File: src/rtl/fft_addr_counter.sv
// Butterfly index / pass sequencer for the FFT datapath; FFT_ADDR_BITREV_EN adds a bit-reversed index.
// Latency: every output is registered and changes one edge after the sampled start/enable/clear.
// Backpressure: enable low freezes all state; start is ignored while a run is active.
module fft_addr_counter #(
    parameter int WIDTH   = 4,
    parameter int MODULUS = 16,
    parameter int STAGES  = 4
) (
    input  logic                                          clk,
    input  logic                                          reset,
    input  logic                                          start,
    input  logic                                          enable,
    input  logic                                          clear,
    output logic [WIDTH-1:0]                              count,
    output logic [WIDTH-1:0]                              count_rev,
    output logic [((STAGES > 1) ? $clog2(STAGES) : 1)-1:0] stage,
    output logic                                          wrap,
    output logic                                          done,
    output logic                                          busy,
    output logic                                          overflow
);

    localparam int SW = (STAGES > 1) ? $clog2(STAGES) : 1;

    // Terminal values of the index and pass counters, compared at native width.
    localparam logic [WIDTH-1:0] CNT_LAST = WIDTH'(MODULUS - 1);
    localparam logic [SW-1:0]    STG_LAST = SW'(STAGES - 1);

    typedef enum logic {
        IDLE = 1'b0,
        RUN  = 1'b1
    } state_t;

    state_t           state_q, state_d;
    logic [WIDTH-1:0] count_q, count_d;
    logic [SW-1:0]    stage_q, stage_d;
    logic             wrap_q, wrap_d;
    logic             done_q, done_d;
    logic             ovf_q, ovf_d;

    // Next-state logic: clear beats start, start beats enable.
    always_comb begin
        state_d = state_q;
        count_d = count_q;
        stage_d = stage_q;
        wrap_d  = 1'b0;
        done_d  = 1'b0;
        ovf_d   = ovf_q;
        if (clear) begin
            state_d = IDLE;
            count_d = '0;
            stage_d = '0;
            ovf_d   = 1'b0;
        end else begin
            case (state_q)
                IDLE: begin
                    if (start) begin
                        state_d = RUN;
                        count_d = '0;
                        stage_d = '0;
                        ovf_d   = 1'b0;
                    end
                end
                RUN: begin
                    if (enable) begin
                        if (count_q == CNT_LAST) begin
                            count_d = '0;
                            wrap_d  = 1'b1;
                            if (stage_q == STG_LAST) begin
                                stage_d = '0;
                                state_d = IDLE;
                                done_d  = 1'b1;
                                ovf_d   = 1'b1;
                            end else begin
                                stage_d = stage_q + SW'(1);
                            end
                        end else begin
                            count_d = count_q + WIDTH'(1);
                        end
                    end
                end
                default: state_d = IDLE;
            endcase
        end
    end

    // State and counter registers.
    always_ff @(posedge clk or negedge reset) begin
        if (!reset) begin
            state_q <= IDLE;
            count_q <= '0;
            stage_q <= '0;
            wrap_q  <= 1'b0;
            done_q  <= 1'b0;
            ovf_q   <= 1'b0;
        end else begin
            state_q <= state_d;
            count_q <= count_d;
            stage_q <= stage_d;
            wrap_q  <= wrap_d;
            done_q  <= done_d;
            ovf_q   <= ovf_d;
        end
    end

`ifdef FFT_ADDR_BITREV_EN
    logic [WIDTH-1:0] rev_q, rev_d;

    // Mirror the next index so the reversed copy lands on the same edge as count.
    always_comb begin
        rev_d = '0;
        for (int i = 0; i < WIDTH; i++) begin
            rev_d[i] = count_d[WIDTH-1-i];
        end
    end

    // Reversed-index register.
    always_ff @(posedge clk or negedge reset) begin
        if (!reset) begin
            rev_q <= '0;
        end else begin
            rev_q <= rev_d;
        end
    end

    assign count_rev = rev_q;
`else
    assign count_rev = '0;
`endif

    assign count    = count_q;
    assign stage    = stage_q;
    assign wrap     = wrap_q;
    assign done     = done_q;
    assign busy     = (state_q == RUN);
    assign overflow = ovf_q;

endmodule

File: config.mk
export PLATFORM = sky130hd
export DESIGN_NAME = fft_addr_counter
export DESIGN_NICKNAME = d
export VERILOG_FILES = /design/src/rtl/fft_addr_counter.sv
export SDC_FILE = /design/constraint.sdc
export NUM_CORES = 1
export LEC_CHECK = 0
export BUFFER_PORTS_ARGS = -buffer_cell sky130_fd_sc_hd__clkbuf_2
export CAP_MARGIN = 20
export CORE_AREA = 2 2 39 41
export DETAILED_ROUTE_END_ITERATION = 6
export DIE_AREA = 0 0 41 43
export GPL_TIMING_DRIVEN = 0
export PLACE_DENSITY = 0.65
export RECOVER_POWER = 25
export SYNTH_ARGS = -nofsm -noshare
export SYNTH_HDL_FRONTEND = slang
export SYNTH_SLANG_ARGS = --single-unit
File: constraint.sdc
create_clock -name clk -period 3.9 [get_ports clk]
set_clock_uncertainty 0.15 [all_clocks]
set_input_delay 0.975 -clock clk [delete_from_list [all_inputs] [get_ports clk]]
set_output_delay 0.975 -clock clk [all_outputs]
set_load 0.005 [all_outputs]
# [Word-level counts from Yosys, hierarchy flattened]
# Index checks and enable logic that the tools add are counted.
[totals] reg_bits=10 in_bits=5 out_inout_bits=14 word_cells=50
[classes] add_sub_neg=2 eq_ne=6 muxes=32 n_bitwise=1 n_reduce_logical=3
[op_table] operator="two-way mux 1 bit" count=19
[op_table] operator="two-way mux 4 bit" count=4
[op_table] operator="two-way mux 2 bit" count=5
[op_table] operator="one-hot mux 4 bit (2 select lines)" count=1
[op_table] operator="!= test 3 x 2 -> 1 bit, second input constant" count=2
[op_table] operator="!= test 3 bit, second input constant" count=2
[op_table] operator="adder 4 x 1 -> 4 bit, second input constant" count=1
[op_table] operator="equality test 4 bit, second input constant" count=1
[op_table] operator="one-hot mux 1 bit (2 select lines)" count=2
[op_table] operator="one-hot mux 2 bit (2 select lines)" count=1
[op_table] operator="AND reduction 4 bit" count=1
[op_table] operator="AND reduction 3 bit" count=1
[op_table] operator="adder 2 x 1 -> 2 bit, second input constant" count=1
[op_table] operator="equality test 2 bit, second input constant" count=1
[op_table] operator="AND reduction 2 bit" count=1
[op_table] operator="inverter 1 bit" count=1

# [Longest topological paths before layout]
[logic_depth] word_depth=6 mapped_depth=4 ltp_nobuf=4

# [Worst setup path after synthesis]
# Ideal clock, no wire load.
[synth_timing] kind="in2reg" from="input clear" to="register ovf_q (netlist: overflow)" setup_ns=0.126 arrival_ns=1.507 required_ns=3.624 setup_slack_ns=2.117 path_stages=3 path_buffers=0 path_cell_list="nand3b_2 > nor2_2 > a221o_1"
[synth_via] elab_chain_cells=2 word_cells_on_any_way=6 classes_between="4 x eq/ne; 1 x mux; 1 x reduce/logical"
[synth_rtl] element="start, declared" line="13" text="input logic clear,"
[synth_rtl] element="!= test 3 x 2 -> 1 bit (no source line) / != test 3 bit (equally long branches)"
[synth_rtl] element="AND reduction 4 bit (no source line)"
[synth_rtl] element="end signal, assigned" line="102" text="ovf_q <= ovf_d;"
[synth_rtl] element="end, declared" line="39" text="logic ovf_q, ovf_d;"
# Parallel ways exist; a longest one is shown, timed or not.
# A chain may end at the register's enable or synchronous reset.

# [Final worst setup path]
[layout_timing] from="register state_q (netlist: busy)" to="output busy"
[layout_rtl] element="start, declared" line="34" text="state_t state_q, state_d;"
[layout_rtl] element="start signal, assigned" line="97" text="state_q <= state_d;"
[layout_rtl] element="end, declared" line="19" text="output logic busy,"
# No word-level cell between the ends.

==> results.sh <==
export IMPL_synth_compound_area_frac=0.184
export IMPL_yosysSeqAreaShare=0.484
export IMPL_post_route_min_period_ns=1.99
export IMPL_hold_path_endpoint="stage[1]"
export IMPL_peakVddDrop_mv=0.166
export IMPL_synth_mux_area_frac=0.0291
export IMPL_overflow=0
export IMPL_cts_resized_gates=0
export IMPL_crit_type="register to output pin"
export IMPL_die_w_um=41
export IMPL_placementRows=14
export IMPL_status="completed"
export IMPL_drt_iter0_markers=9
export IMPL_fmax_ghz=0.502
export IMPL_finalMaxSlewViolations=0
export IMPL_cts_buffers=3
export IMPL_gp_congestion=0.670
export IMPL_r2r_end="overflow"
export IMPL_maxCapViolCount=0
export IMPL_fin_hold_ws_ns=0.377
export IMPL_via_count=415
export IMPL_diodes=0
export IMPL_routed_via_density=4.88
export IMPL_synth_cell_types=22
export IMPL_avgSynthCellArea_um2=10.8
export IMPL_critPathRequiredTime_ns=2.77
export IMPL_setup_tns_ns=0
export IMPL_synth_top_family_by_area="compound AO/OA/AOI/OAI gates"
export IMPL_yosys_warnings=0
export IMPL_htreeDepth=1
export IMPL_path_cells="clkbuf_2"
export IMPL_end_kind="output pin"
export IMPL_ff2ff_setup_slack_ns=2.38
export IMPL_start_util=0.373
export IMPL_clock_sinks=10
export IMPL_grt_pass1_wl_um=1640
export IMPL_synth_adder_area_share=0.0484
export IMPL_critPathBufInv=1
export IMPL_drive_above_1_share=0.362
export IMPL_boundaryPins=19
export IMPL_layout_common_cells="clkbuf_2 (13), dfrtp_1 (10), buf_4 (4), conb_1 (4)"
export IMPL_cellPowerDensity_mw_per_mm2=337
export IMPL_hold_buffers=0
export IMPL_r2r_start="count[0]"
export IMPL_hold_start="stage[1]"
export IMPL_slowest_stage="dfrtp_1"
export IMPL_cp_top_family="flip-flops"
export IMPL_drcViolationCount=0
export IMPL_grtUsageTotal=0.140
export IMPL_rsz0062_at_grt="no"
export IMPL_cts_max_path_buffers=2
export IMPL_tightest_slew_ns=0.523
export IMPL_die_y_um=43
export IMPL_min_path_cells=1
export IMPL_worstPathArrival_ns=0.87
export IMPL_drtPass1Iterations=2
export IMPL_ys_ff_latch=10
export IMPL_cts_setup_buffers=0
export IMPL_grt_start_max_net_pins=11
export IMPL_grt_pass1_vias=388
export IMPL_slowest_delay_ns=0.45
export IMPL_synth_xor_area_frac=0
export IMPL_min_period_over_period=0.510
export IMPL_hold_violations=0
export IMPL_crit_fanout=6
export IMPL_coreArea_mm2=0.00138
export IMPL_insertion_delay_ns=0.26
export IMPL_yosys_area_share_simple=0.167
export IMPL_hold_path_class="register to register"
export IMPL_syn_area_um2=517
export IMPL_port_buffers=14
export IMPL_cp_start_kind="register"
export IMPL_setup_viol=0
export IMPL_area_delta_synth_final_pct=26.4
export IMPL_clk_pin_slew_worst_paths_ns=0.07
export IMPL_antenna_found_initial=0
export IMPL_layout_commonest_cell="clkbuf_2"
export IMPL_die_area_mm2=0.00176
export IMPL_wl_per_cell_um=11.2
export IMPL_slew_headroom=0.651
export IMPL_finalWirelength_um=956
export IMPL_p_leak_nw=0.376
export IMPL_fin_nets=77
export IMPL_rr_worst_depth=4
export IMPL_syn_inst=48
export IMPL_clock_root_buffer="clkbuf_4"
export IMPL_cts_tree="built"
export IMPL_ant_nets=0
stage by stage:
| stage | setup WS [ns] | power [mW] | std cells | utilization | cell area [µm²] |
|---|---|---|---|---|---|
| 5_1_grt | 1.85 | 0.233 | 85 | 0.472 | 653 |
| 3_5_place_dp | 1.89 | 0.129 | 81 | 0.447 | 618 |
| 3_3_place_gp | 1.89 | 0.129 | 81 | 0.447 | 618 |
| 6_report | 1.91 | 0.220 | 85 | 0.472 | 653 |
| 4_1_cts | 1.90 | 0.223 | 85 | 0.473 | 654 |
| 2_1_floorplan | 2.12 | 0.121 | 51 | - | 528 |
where the power goes:
| part | leakage (nW) | switching [mW] | total, mW | internal [mW] |
|---|---|---|---|---|
| Clock | 0.0210 | 0.0368 | 0.0935 | 0.0567 |
| Sequential | 0.138 | 0.00235 | 0.107 | 0.105 |
| Combinational | 0.217 | 0.0101 | 0.0195 | 0.00945 |
| Total | 0.376 | 0.0492 | 0.220 | 0.171 |
worst max-delay path by stage:
| stage | startpoint | end | slack [ns] | depth (start not counted) |
|---|---|---|---|---|
| 6_report | busy | busy | 1.91 | 1 |
| 5_1_grt | count[2] | count[2] | 1.85 | 1 |
| 4_1_cts | busy | busy | 1.90 | 1 |
| 3_5_place_dp | clear | overflow | 1.89 | 4 |
| 3_3_place_gp | clear | overflow | 1.89 | 4 |
| 2_1_floorplan | clear | overflow | 2.12 | 3 |
cell usage after synthesis, drive strengths merged:
cell type  number  area, µm²
nor3            2       10.0
inv             3       11.3
nor3b           1       7.51
buf             4       30.0
o22ai           3       18.8
a22o            2       17.5
a21o            3       22.5
and2            1       6.26
nand3b          1       11.3
nand2b          1       6.26
nand3           3       15.0
conb            1       3.75
nor2            5       23.8
dfrtp          10        250
mux2            1       15.0
a221o           1       10.0
ha              2       25.0
a211oi          1       7.51
a2bb2o          1       10.0
and3            1       6.26
a211o           1       8.76
flip-flops by register name, summed over array words and instances, names as in the netlist:
signal and count:
count 4, overflow 1, wrap 1, stage 2, done 1, busy 1
layer usage:
layer	GRT usage	routed length [µm]	up-vias	share of wire
met5	0	0	-	0
met4	0.0600	0	0	0
met3	0.0628	67	0	0.070
met2	0.197	443	14	0.46
met1	0.179	445	188	0.47
li1	-	-	213	-
cell type report:
cell class,instances,area [µm²]
well taps,16,20.0
inverters,3,11.3
multi-input cells,34,236
fillers,143,731
clock buffers,4,36.3
flip-flops and latches,10,250
plain buffers,4,30.0
repair buffers,14,68.8
cells by family after synthesis:
family | count (synthesis)
simple gates | 15
buf+inv | 7
compound gates | 12
flops | 10
fa+ha+maj | 2
mux | 1
other cells | 1
Power figures use the tool's default switching activity.
